`src/rtl/tiny_bcd.sv`:
```
// Registered binary-to-7-segment hex decoder with lamp test, blanking and load enable.
// Optional ripple-zero blanking (rbi_n/rbo_n) is built when TINY_BCD_RBZ_EN is defined.
module tiny_bcd (
  input  logic clk,
  input  logic rst_n,
  input  logic A,
  input  logic B,
  input  logic C,
  input  logic D,
  input  logic en,
  input  logic lt_n,
  input  logic bi_n,
`ifdef TINY_BCD_RBZ_EN
  input  logic rbi_n,
  output logic rbo_n,
`endif
  output logic Qa,
  output logic Qb,
  output logic Qc,
  output logic Qd,
  output logic Qe,
  output logic Qf,
  output logic Qg
);

  // Unknown codes fall through to the default arm, so X never reaches the segments.
  function automatic logic [6:0] seg_decode(input logic [3:0] code);
    logic [6:0] seg;
    case (code)
      4'h0:    seg = 7'h7E;
      4'h1:    seg = 7'h30;
      4'h2:    seg = 7'h6D;
      4'h3:    seg = 7'h79;
      4'h4:    seg = 7'h33;
      4'h5:    seg = 7'h5B;
      4'h6:    seg = 7'h5F;
      4'h7:    seg = 7'h72;
      4'h8:    seg = 7'h7F;
      4'h9:    seg = 7'h7B;
      4'hA:    seg = 7'h77;
      4'hB:    seg = 7'h1F;
      4'hC:    seg = 7'h4E;
      4'hD:    seg = 7'h3D;
      4'hE:    seg = 7'h4F;
      4'hF:    seg = 7'h47;
      default: seg = 7'h00;
    endcase
    return seg;
  endfunction

`ifdef TINY_BCD_RBZ_EN
  function automatic logic code_is_zero(input logic [3:0] code);
    logic zero;
    case (code)
      4'h0:    zero = 1'b1;
      default: zero = 1'b0;
    endcase
    return zero;
  endfunction
`endif

  logic [3:0] code_s;
  logic [6:0] seg_next_s;
  logic [6:0] seg_r;
  logic       rbo_next_s;
  logic       rbo_r;

  assign code_s = {D, C, B, A};

  // Next segment pattern: blank beats lamp test, lamp test beats zero blanking and the table.
  always_comb begin
    seg_next_s = 7'h00;
    rbo_next_s = 1'b1;
    if (!bi_n) begin
      seg_next_s = 7'h00;
    end else if (!lt_n) begin
      seg_next_s = 7'h7F;
    end else begin
`ifdef TINY_BCD_RBZ_EN
      if (!rbi_n && code_is_zero(code_s)) begin
        seg_next_s = 7'h00;
        rbo_next_s = 1'b0;
      end else begin
        seg_next_s = seg_decode(code_s);
      end
`else
      seg_next_s = seg_decode(code_s);
`endif
    end
  end

  // Output register: loads only when en is high, clears to blank on reset.
  always_ff @(posedge clk or negedge rst_n) begin
    if (!rst_n) begin
      seg_r <= 7'h00;
      rbo_r <= 1'b1;
    end else if (en) begin
      seg_r <= seg_next_s;
      rbo_r <= rbo_next_s;
    end else begin
      seg_r <= seg_r;
      rbo_r <= rbo_r;
    end
  end

  assign {Qa, Qb, Qc, Qd, Qe, Qf, Qg} = seg_r;

`ifdef TINY_BCD_RBZ_EN
  assign rbo_n = rbo_r;
`else
  logic unused_rbo_s;
  assign unused_rbo_s = rbo_r ^ rbo_next_s;
`endif

endmodule

```
`config.mk`:
```
export PLATFORM = sky130hd
export DESIGN_NAME = tiny_bcd
export DESIGN_NICKNAME = d
export VERILOG_FILES = /design/src/rtl/tiny_bcd.sv
export SDC_FILE = /design/constraint.sdc
export NUM_CORES = 1
export LEC_CHECK = 0
export CAP_MARGIN = 20
export CORE_AREA = 2 2 39 41
export DETAILED_ROUTE_END_ITERATION = 12
export DIE_AREA = 0 0 41 43
export PLACE_DENSITY = 0.75
export SYNTH_ARGS = -nofsm -noshare
export SYNTH_HDL_FRONTEND = slang
export SYNTH_SLANG_ARGS = --single-unit
export TNS_END_PERCENT = 10
```
`constraint.sdc`:
```
create_clock -name clk -period 1.25 [get_ports clk]
set_clock_uncertainty 0.2 [all_clocks]
set_input_delay 0.1875 -clock clk [delete_from_list [all_inputs] [get_ports clk]]
set_output_delay 0.1875 -clock clk [all_outputs]
set_load 0.02 [all_outputs]
```
==> flow_results.org, run 1 <==
** Die
- The die covers 1763 um2.
- The total area inside the core boundary comes to 1384 um2.
- Pin placement for this block handled 16 I/O pins.
- In this run the core area contains 14 standard-cell rows.
- For this configuration, the core starts out at a cell density of 0.3825.
- From left edge to right edge, the die measures ~41 um.
- Vertical die dimension :: 43 um

** Cells and area
- The final layout contains 100 nets.
- The largest registers in the layout are seg_r x7.
- In the final layout, the multi-input gates occupy 379.1 um2.
- Flip-flop count of the largest register, all copies and words added :: 7
- # fillers :: between 100 and 150
- Post-synthesis to final-layout area growth :: 62.65%
- Layout cell share with drive strength beyond 1 :: 0.4699
- After routing the design area is 860.8 um2.
- Register ranked first by flip-flop count :: seg_r
- The sequential cells in the finished layout cover a total of approximately 180 um2.
- The number of antenna diodes in the final layout is 0.

** Drt
- Via density per instance :: roughly 5
- In the routed design, unresolved DRC markers number 0.
- In the final routed layout, each cell accounts on average for 11.97 um.
- Final WL :: 1.185 mm
- Across all layers, the routed design uses 494 vias.
- The first detailed-routing pass ran for 4 iterations.
- The first routing iteration left 3 violations.
- Antenna Violating Nets Remaining :: 0

** Place
- Count of port buffers added during placement :: 15
- Once detailed placement completed, the half-perimeter wirelength came to 939.7 um.
- Cell area after placement :: 800.8 um2
- The congestion estimate from routability-driven global placement came to ~0.74.
- Timing analysis after detailed placement gives a worst setup slack of -0.8517 ns.

** Power and ir drop
- Of the total power, the clock network draws 0.279.
- In this run the static leakage power is 0.4582 nW.
- Power spread over the standard cell area amounts to 822.7 nW/um2.
- The share of total power dissipated in combinational logic is 0.353.
- VDD sags by at most 501.1 uV.
- Cell internal power dissipation :: 497.3 uW
- The share of total power dissipated in sequential elements is 0.368.
- Switching power as a share of total power :: 0.2978
- Reported net switching power :: approximately 210 uW

** Global routing
- In the global route stage, overall resource usage came out at 0.1673.
- The initial antenna violation count is 0.
- Wire length of the first global-routing pass :: about 2 mm
- The total overflow left after global routing is 0.
- The via count of the first global-routing pass is between 400 and 500.
- Maximum number of pins on one net before global-route repair :: 12

** Job
- Max-cap violations in this run came to 0.

** Setup path
- List of cells traversed by the critical path :: buf_12 > inv_12 > ha_4 > inv_2 > mux4_2 > a21oi_2 > a21o_1
- Register-to-register setup slack :: 0.37 ns
- STA classifies the critical path endpoint as a flip-flop.
- CP Data Required Time :: ~1.2 ns
- Worst path bufs/invs :: 3
- Delay contributed by the slowest stage of the critical path :: 0.48 ns
- The critical path is of the input port to flip-flop type.
- The startpoint identified for the worst register-to-register timing path is seg_r[1].
- CP top delay family :: multiplexers
- Worst R2R Path Depth :: 1
- On the critical path, the stage with the largest delay is an instance of sky130_fd_sc_hd__mux4_2.
- The worst setup path is launched from an input port.
- Endpoint of the lowest-slack register-to-register path :: seg_r[1]
- For the worst setup path, the data arrival time is around 1.3 ns.
- Worst-path maximum fanout :: 4

** Clock tree
- In this run, post-CTS hold repair placed 0 buffers.
- CTS tree :: yes
- Number of buffers created by CTS :: 3
- CTS built an H-tree with a depth of 1.
- The later pin in the worst-skew pair is clocked with a latency of approximately 0.24 ns.
- Root cell of the clock tree :: sky130_fd_sc_hd__clkbuf_4
- Clock sink total :: 7
- Counting along the longest clock path gives a buffer depth of 2.
- After clock tree synthesis, the clock-pin slew on the worst setup and hold paths is 0.05 ns.

** STA
- The max-slew violation count is 0.
- Setup Viol. Count Final :: 3
- Hold timing on the final database bottoms out at a slack of 0.007325 ns.
- Tcrit/Tclk final :: 1.047
- Actual slew at the worst max-slew pin :: between 0.3 and 0.4 ns
- Min Tclk post-route :: approximately 1.3 ns
- Fmax :: 764.0 MHz
- Final hold violation count :: 0
- PnR worst setup slack :: -0.05884 ns
- Measured against its own limit, the worst slew margin works out to 0.7844.
- Setup repair after global routing could not meet its margin everywhere.

** Hold path
- Class of the tightest hold or removal check :: input port to async pin

** Synthesis
- Cell variety after synth :: 18
- After synthesis the cells add up to 529.3 um2.
- Fraction of synthesized area in multiplexers :: 0.1206
- Post-synthesis net count :: 70
- Post-Synth Adder-Cell Area :: 0.1655
- Sequential cell area fraction in the yosys report :: 0.3310
- Flip-flop and latch count after synthesis :: 7
- Counting every instance in the synthesized netlist gives 54.
- By area, the combinational part of the netlist is dominated by compound AO/OA/AOI/OAI gates.
- Count of warnings emitted by yosys :: 0
- Of the total synthesized cell area, the portion taken by AND, OR, NAND and NOR gates is 0.07801.
- The share of the synthesized area in compound gates (AO/OA/AOI/OAI) is 0.2506.
- Synth Area in XOR/XNOR :: 0
- Dividing the synthesized area by the synthesized cell count gives 9.801 um2.

** Run status
- The checks that failed: setup timing.
- Outcome :: complete, but fails checks
-- kinds of logic (layout without fill, tap and decap cells) --
kind of cell,Yosys count,in the layout
simple gates,8,8
mux,5,5
compound gates,20,20
flops,7,7
fa+ha+maj,7,7
buf+inv,7,36
-- final cells by class --
| class | instances | share of cell area |
|---|---|---|
| multi-input combinational | 40 | 0.4404 |
| timing repair buffer | 27 | 0.2573 |
| sequential | 7 | 0.2035 |
| inverter | 5 | 0.04506 |
| clock buffer | 4 | 0.03052 |
| tap | 16 | 0.02326 |
-- synth_stat cells (all sizes together) --
master,instances,share of area
a21oi,8,0.076
nor2b,2,0.024
nor3,1,0.0094
o32ai,1,0.017
a21o,9,0.13
nor3b,1,0.014
o31ai,1,0.014
mux4,1,0.043
dfrtp,7,0.33
mux2i,3,0.057
nand3,1,0.0094
o2bb2ai,1,0.017
nand2,3,0.021
ha,7,0.17
buf,2,0.019
inv,5,0.035
mux2,1,0.021
-- through the flow --
stage                 util  setup TNS, ns  std cells  total power, mW
floorplan                -        -0.1959         54           0.3891
global placement    0.5787         -5.489         93           0.5122
detailed placement  0.5787         -5.591         93           0.5162
CTS                 0.5986        -0.4117         97           0.7060
global route        0.6221        -0.3446         99           0.7537
finish              0.6221       -0.08946         99           0.7082
-- timing repair --
item                                    CTS  global route
gates resized for setup                  47             7
pin swaps                                 6             2
endpoints found under the setup margin   14             7
setup buffers                             0             3
-- cell usage in the layout (no fill, tap or decap), types with 2 or more instances in the layout --
master / n
sky130_fd_sc_hd__buf_4: 11
sky130_fd_sc_hd__a21o_1: 9
sky130_fd_sc_hd__a21oi_1: 7
sky130_fd_sc_hd__buf_2: 7
sky130_fd_sc_hd__dfrtp_1: 7
sky130_fd_sc_hd__clkdlybuf4s50_1: 4
sky130_fd_sc_hd__nand2_1: 3
sky130_fd_sc_hd__mux2i_1: 3
sky130_fd_sc_hd__ha_1: 3
sky130_fd_sc_hd__clkbuf_4: 3
sky130_fd_sc_hd__inv_2: 2
sky130_fd_sc_hd__ha_4: 2
sky130_fd_sc_hd__ha_2: 2
sky130_fd_sc_hd__dlygate4sd2_1: 2
-- per-layer routing --
layer	share of wire	track usage	wire length, um	vias to the layer above
met5	0	0	0	-
met4	0	0.04000	0	0
met3	0.041	0.03141	49	0
met2	0.53	0.2844	630	12
met1	0.43	0.2068	505	232
li1	-	-	-	250
-- worst max-delay path by stage --
stage          startpoint  endpoint  slack [ns]  cells after the start
5_1_grt                 A  seg_r[3]        -0.1                      7
3_3_place_gp            B  seg_r[3]       -0.83                      7
3_5_place_dp            B  seg_r[3]       -0.85                      7
6_report                A  seg_r[3]       -0.06                      7
4_1_cts                 A  seg_r[3]       -0.17                      8
2_1_floorplan           A  seg_r[3]       -0.14                      6
-- power groups by stage --
stage	Combinational, mW	Clock [mW]	Sequential, mW
after global routing	0.273	0.217	0.263
after detailed placement	0.251	0	0.266
final	0.250	0.197	0.261
after floorplan	0.0956	0	0.294
after global placement	0.248	0	0.265
after CTS	0.239	0.205	0.261
Note: power is estimated with default switching activity, not from simulation.
==> run 2: changes to the inputs <==
--- a/config.mk
+++ b/config.mk
@@ -9,6 +9,7 @@
 export CORE_AREA = 2 2 39 41
 export DETAILED_ROUTE_END_ITERATION = 12
 export DIE_AREA = 0 0 41 43
+export GPL_ROUTABILITY_DRIVEN = 0
 export PLACE_DENSITY = 0.75
 export SYNTH_ARGS = -nofsm -noshare
 export SYNTH_HDL_FRONTEND = slang
==> results of run 2 <==
Final layout, timing and power as in run 1 (identical DEF).
==> run 3: changes to the inputs <==
--- a/config.mk
+++ b/config.mk
@@ -5,7 +5,7 @@
 export SDC_FILE = /design/constraint.sdc
 export NUM_CORES = 1
 export LEC_CHECK = 0
-export CAP_MARGIN = 20
+export CAP_MARGIN = 25
 export CORE_AREA = 2 2 39 41
 export DETAILED_ROUTE_END_ITERATION = 12
 export DIE_AREA = 0 0 41 43
==> results of run 3 <==
Final layout, timing and power as in run 1 (identical DEF).
